### config.mk
export PLATFORM = sky130hd
export DESIGN_NAME = axis_spi_slave
export DESIGN_NICKNAME = d
export VERILOG_FILES = /design/src/rtl/axis_spi_slave.sv
export SDC_FILE = /design/constraint.sdc
export NUM_CORES = 1
export LEC_CHECK = 0
export CAP_MARGIN = 10
export CORE_ASPECT_RATIO = 0.6
export CORE_MARGIN = 2
export CORE_UTILIZATION = 40
export CTS_BUF_LIST = sky130_fd_sc_hd__clkbuf_8
export DETAILED_ROUTE_END_ITERATION = 16
export PLACE_DENSITY = 0.73
export SLEW_MARGIN = 0
export SYNTH_ARGS = -nofsm -noshare
export SYNTH_HDL_FRONTEND = slang
export SYNTH_SLANG_ARGS = --single-unit
### constraint.sdc
create_clock -name aclk -period 5.05 [get_ports aclk]
set_clock_uncertainty 0.1 [all_clocks]
set_input_delay 0.7575 -clock aclk [delete_from_list [all_inputs] [get_ports aclk]]
set_output_delay 0.7575 -clock aclk [all_outputs]
set_load 0.01 [all_outputs]
### src/rtl/axis_spi_slave.sv
// SPI mode-0 slave (MSB first, 8-bit words) bridging an external SPI bus to AXI-Stream.
// SCK/SS_N/MOSI are oversampled in the aclk domain; rx bytes leave on m_axis, tx bytes come from s_axis.
module axis_spi_slave #(
    parameter int         SYNC_STAGES = 2,
    parameter logic [7:0] DEFAULT_TX  = 8'hFF
) (
    input  logic       aclk,
    input  logic       aresetn,
    input  logic       SCK,
    input  logic       SS_N,
    input  logic       MOSI,
    output logic       MISO,
    output logic       MISO_T,
    input  logic [7:0] s_axis_tdata,
    input  logic       s_axis_tvalid,
    output logic       s_axis_tready,
    output logic [7:0] m_axis_tdata,
    output logic       m_axis_tvalid,
    input  logic       m_axis_tready,
    output logic       stat_rx_overflow,
    output logic       stat_tx_underflow
);

    localparam logic [1:0] ST_IDLE  = 2'd0;
    localparam logic [1:0] ST_PEEK  = 2'd1;
    localparam logic [1:0] ST_SHIFT = 2'd2;

    logic [SYNC_STAGES-1:0] sck_sync_q, ss_sync_q, mosi_sync_q;
    logic                   sck_prev_q, ss_prev_q;
    logic                   sck_s, ss_s, mosi_s;
    logic                   sck_rise, sck_fall, ss_rise, ss_fall;

    logic [1:0] state_q;
    logic [2:0] bit_cnt_q;
    logic       byte_done_q;
    logic       peek_valid_q;
    logic [6:0] tx_sr_q;
    logic [7:0] rx_sr_q;
    logic       rx_done_q;
    logic       miso_q, miso_t_q;
    logic       commit;

    // SS_N synchronizer resets high so a deselected bus does not look like a frame start.
    always_ff @(posedge aclk or negedge aresetn) begin
        if (!aresetn) begin
            sck_sync_q  <= '0;
            ss_sync_q   <= '1;
            mosi_sync_q <= '0;
            sck_prev_q  <= 1'b0;
            ss_prev_q   <= 1'b1;
        end else begin
            sck_sync_q  <= {sck_sync_q[SYNC_STAGES-2:0], SCK};
            ss_sync_q   <= {ss_sync_q[SYNC_STAGES-2:0], SS_N};
            mosi_sync_q <= {mosi_sync_q[SYNC_STAGES-2:0], MOSI};
            sck_prev_q  <= sck_sync_q[SYNC_STAGES-1];
            ss_prev_q   <= ss_sync_q[SYNC_STAGES-1];
        end
    end

    assign sck_s    = sck_sync_q[SYNC_STAGES-1];
    assign ss_s     = ss_sync_q[SYNC_STAGES-1];
    assign mosi_s   = mosi_sync_q[SYNC_STAGES-1];
    assign sck_rise = sck_s & ~sck_prev_q;
    assign sck_fall = ~sck_s & sck_prev_q;
    assign ss_rise  = ss_s & ~ss_prev_q;
    assign ss_fall  = ~ss_s & ss_prev_q;

    // First rise of a byte commits the peeked s_axis word; tready is combinational so the
    // handshake lands on the same edge the shift register loads tdata.
    assign commit        = (state_q == ST_SHIFT) && sck_rise && !ss_rise
                           && !byte_done_q && (bit_cnt_q == 3'd0);
    assign s_axis_tready = commit & peek_valid_q;

    always_ff @(posedge aclk or negedge aresetn) begin
        if (!aresetn) begin
            state_q           <= ST_IDLE;
            bit_cnt_q         <= 3'd0;
            byte_done_q       <= 1'b0;
            peek_valid_q      <= 1'b0;
            tx_sr_q           <= 7'd0;
            rx_sr_q           <= 8'd0;
            rx_done_q         <= 1'b0;
            miso_q            <= 1'b0;
            miso_t_q          <= 1'b1;
            stat_tx_underflow <= 1'b0;
            stat_rx_overflow  <= 1'b0;
            m_axis_tdata      <= 8'd0;
            m_axis_tvalid     <= 1'b0;
        end else begin
            rx_done_q         <= 1'b0;
            stat_tx_underflow <= 1'b0;
            stat_rx_overflow  <= 1'b0;

            if (ss_rise) begin
                state_q     <= ST_IDLE;
                bit_cnt_q   <= 3'd0;
                byte_done_q <= 1'b0;
                miso_t_q    <= 1'b1;
            end else begin
                case (state_q)
                    ST_IDLE: begin
                        if (ss_fall) state_q <= ST_PEEK;
                    end
                    ST_PEEK: begin
                        peek_valid_q <= s_axis_tvalid;
                        miso_q       <= s_axis_tvalid ? s_axis_tdata[7] : DEFAULT_TX[7];
                        miso_t_q     <= 1'b0;
                        state_q      <= ST_SHIFT;
                    end
                    ST_SHIFT: begin
                        if (sck_rise && !byte_done_q) begin
                            rx_sr_q <= {rx_sr_q[6:0], mosi_s};
                            if (bit_cnt_q == 3'd0) begin
                                tx_sr_q           <= peek_valid_q ? s_axis_tdata[6:0] : DEFAULT_TX[6:0];
                                stat_tx_underflow <= ~peek_valid_q;
                            end
                            if (bit_cnt_q == 3'd7) begin
                                bit_cnt_q   <= 3'd0;
                                byte_done_q <= 1'b1;
                                rx_done_q   <= 1'b1;
                            end else begin
                                bit_cnt_q <= bit_cnt_q + 3'd1;
                            end
                        end else if (sck_fall) begin
                            if (byte_done_q) begin
                                byte_done_q <= 1'b0;
                                state_q     <= ST_PEEK;
                            end else if (bit_cnt_q != 3'd0) begin
                                miso_q  <= tx_sr_q[6];
                                tx_sr_q <= {tx_sr_q[5:0], 1'b0};
                            end
                        end
                    end
                    default: state_q <= ST_IDLE;
                endcase
            end

            // A completed byte is delivered even if SS_N rises right after its last edge.
            if (rx_done_q) begin
                if (m_axis_tvalid && !m_axis_tready) begin
                    stat_rx_overflow <= 1'b1;
                end else begin
                    m_axis_tdata  <= rx_sr_q;
                    m_axis_tvalid <= 1'b1;
                end
            end else if (m_axis_tvalid && m_axis_tready) begin
                m_axis_tvalid <= 1'b0;
            end
        end
    end

    assign MISO   = miso_q;
    assign MISO_T = miso_t_q;

endmodule
==> impl_results.md <==
- Unique masters post-synth: 34
- Antenna Nets Post-Route: 0
- Most frequent cells in the layout: dfrtp_1 (40), clkdlybuf4s50_1 (27), mux2_2 (26)
- Yosys warning count: 0
- Post-synthesis instance total: 152
- Post-synth EDFFs: 0
- Die Footprint: 5390 sq um
- Die H: 57.7 um
- Clock Sink Count: 44
- Clock Tree Buf Depth: 2
- Synth Area per Inst: 12.6 sq um
- Vias in the first global route: 1272
- Status: finished, final reports clean
- Async SR Flop Fraction: 100%
- Pwr dens: 406 nW/um^2
- FF+latch area: 1110 sq um
- CTS tree: yes
- Final period util: 61.0%
- CP Launch Type: flip-flop
- Multi-input logic area: 747 sq um
- Max Freq: 0.325 GHz
- Ports: 29
- Worst path required time: 4.19 ns
- Port-buffer cells: 28
- Initial Utilization: 41.9%
- Post-route DRC violation count: 0
- Resize count post-CTS: 0
- Syn Nets: 172
- Share of cells above drive strength 1: 24.6%
- Slew Viols, Final: 0
- Fin area: 2340 sq um
- Setup Buffers After CTS: 0
- Die extent in x: 93.5 um
- CTS Hold Bufs: 0
- Seq cells post-synth: 44
- Post-synthesis sequential area ratio: 57.6%
- First-pass GRT wire length: 5890 um
- Wire per inst: 13.8 um
- GRT Util Overall: 14.2%
- Slew of the pin with the lowest slew margin: 0.956 ns
- Antenna cell count: 0
- CP Capture Type: output pin
- Max-cap violations: 0
- Core Area: 4590 sq um
- Starting DRC count in detailed routing: 64
- Root Buffer: clkbuf_8
- Primary FF master, synth: dfrtp_1
- Finished Core Util: 51.0%
- Worst stage delay on the critical path: 0.58 ns
- Min-Delay Path Class: reg -> reg
- CP max FO: 10
- Synth Cell Area: 1920 sq um
- Antenna violations before repair: 0
- Htree depth: 2
- Grt total ovfl: 0
- CP Class: reg -> out
- Final Hold Vio Count: 0
- Leak pwr: 1.06 nW
- Peak VDD IR: 0.000249 V
- Area growth syn-to-layout: 22.0%
- Final setup fails: 0
- Slowest CP cell: nor2b_1
- Placed Area: 2250 sq um
- Final WL: 3410 um
- Setup TNS Final: 0 ns
- Rows: 19
- Clock slew at reported path FFs: 0.07 ns
- RSZ-0062 raised after global routing: false
- Post-layout net count: 202
- Most common cell after layout, fill and taps aside: dfrtp_1
- CP cell instances: nor2b_1 -> nand4b_1 -> nor3_1 -> clkdlybuf4s50_1
- Max-Slew Margin vs Limit: 36.3%
- Largest net degree at the start of global routing: 45
- Via density: 4.97
- Final GP Congestion: 0.777
- Final-layout fill cell count: 386
- Total vias in the final route: 1223
- First-pass DRT Iterations: 4
- Worst skew pair latency: 0.29 ns
- Data arrival, critical path: 2.22 ns
- Min Hold Slack: 0.252 ns
- Dpl hpwl: 2510 um
- Num CTS Buffers: 5
- Fin crit period: 3.08 ns
==> cell usage after synthesis (2+ instances only) <==
cell type  count  share of area, %
dfstp_2        4               5.5
o21ai_0        3              0.78
dfrtp_1       40                52
a31oi_1        6               2.0
a22o_1         2              0.91
nand2_1        9               1.8
mux2_2        26                15
clkbuf_1       2              0.39
a21oi_1        3              0.78
inv_1         12               2.3
ha_1           5               3.3
nor2_1        11               2.1
nor2b_1        3              0.98
nand2b_1       3              0.98
buf_2          3              0.78
a21o_1         2              0.78
==> final cells by class <==
cell class	count	area share, %
sequential	44	47.2
multi-input combinational	91	31.9
timing repair buffer	28	11.8
clock buffer	6	3.53
tap	63	3.37
inverter	12	1.92
clock inverter	2	0.321
==> report_power, final <==
part / leakage, nW / switching, mW / internal (mW)
Clock: 0.0538 / 0.112 / 0.108
Combinational: 0.458 / 0.112 / 0.132
Sequential: 0.546 / 0.0616 / 0.425
Total: 1.06 / 0.286 / 0.665
==> flip-flops by register name (all words and copies together) (netlist names) <==
signal	count
rx_done_q	1
sck_sync_q	2
rx_sr_q	8
m_axis_tdata	8
ss_sync_q	2
state_q	2
sck_prev_q	1
MISO_T	1
MISO	1
ss_prev_q	1
byte_done_q	1
bit_cnt_q	3
stat_rx_overflow	1
mosi_sync_q	2
peek_valid_q	1
tx_sr_q	7
stat_tx_underflow	1
m_axis_tvalid	1
==> metal layers <==
layer	routed length, um	global-route usage [%]	vias to the layer above
met3	122	3.51	7
met1	1640	18.6	602
met2	1570	23.0	30
li1	-	-	584
met5	0	0	-
met4	65	6.09	0
==> stage by stage <==
step | total power [mW] | cells | setup WS (ns)
4_1_cts | 0.960 | 246 | 1.98
2_1_floorplan | 0.655 | 152 | 2.94
5_1_grt | 1.01 | 246 | 1.75
3_3_place_gp | 0.717 | 238 | 2.38
6_report | 0.951 | 246 | 1.97
3_5_place_dp | 0.740 | 238 | 2.32
==> cells by family after synthesis <==
family | count (synthesis) | share of synthesized area, %
DFF | 44 | 57.6
and+or+nand+nor | 38 | 12.3
muxes | 26 | 15.2
AOI/OAI and AO/OA | 22 | 8.08
buffers and inverters | 17 | 3.52
adders and majority gates | 5 | 3.26
==> path summary, 6_finish.rpt <==
path | from | end | slack, ns | depth (start not counted)
max | state_q[0] | s_axis_tready | 1.97 | 4
min | sck_sync_q[0] | sck_sync_q[1] | 0.25 | 0
max reg2reg | bit_cnt_q[0] | tx_sr_q[4] | 3.13 | 6
min reg2reg | sck_sync_q[0] | sck_sync_q[1] | 0.25 | 0
max in group asynchronous | aresetn | stat_rx_overflow | 3.75 | 1
min in group asynchronous | aresetn | m_axis_tdata[1] | 0.51 | 1
==> worst max-delay path: cells and delay by family (launching register included) <==
family        cells  cell delay [ns]
simple gates      3             0.94
flops             1             0.43
buf+inv           1             0.57
Note: power is estimated with default switching activity, not from simulation.
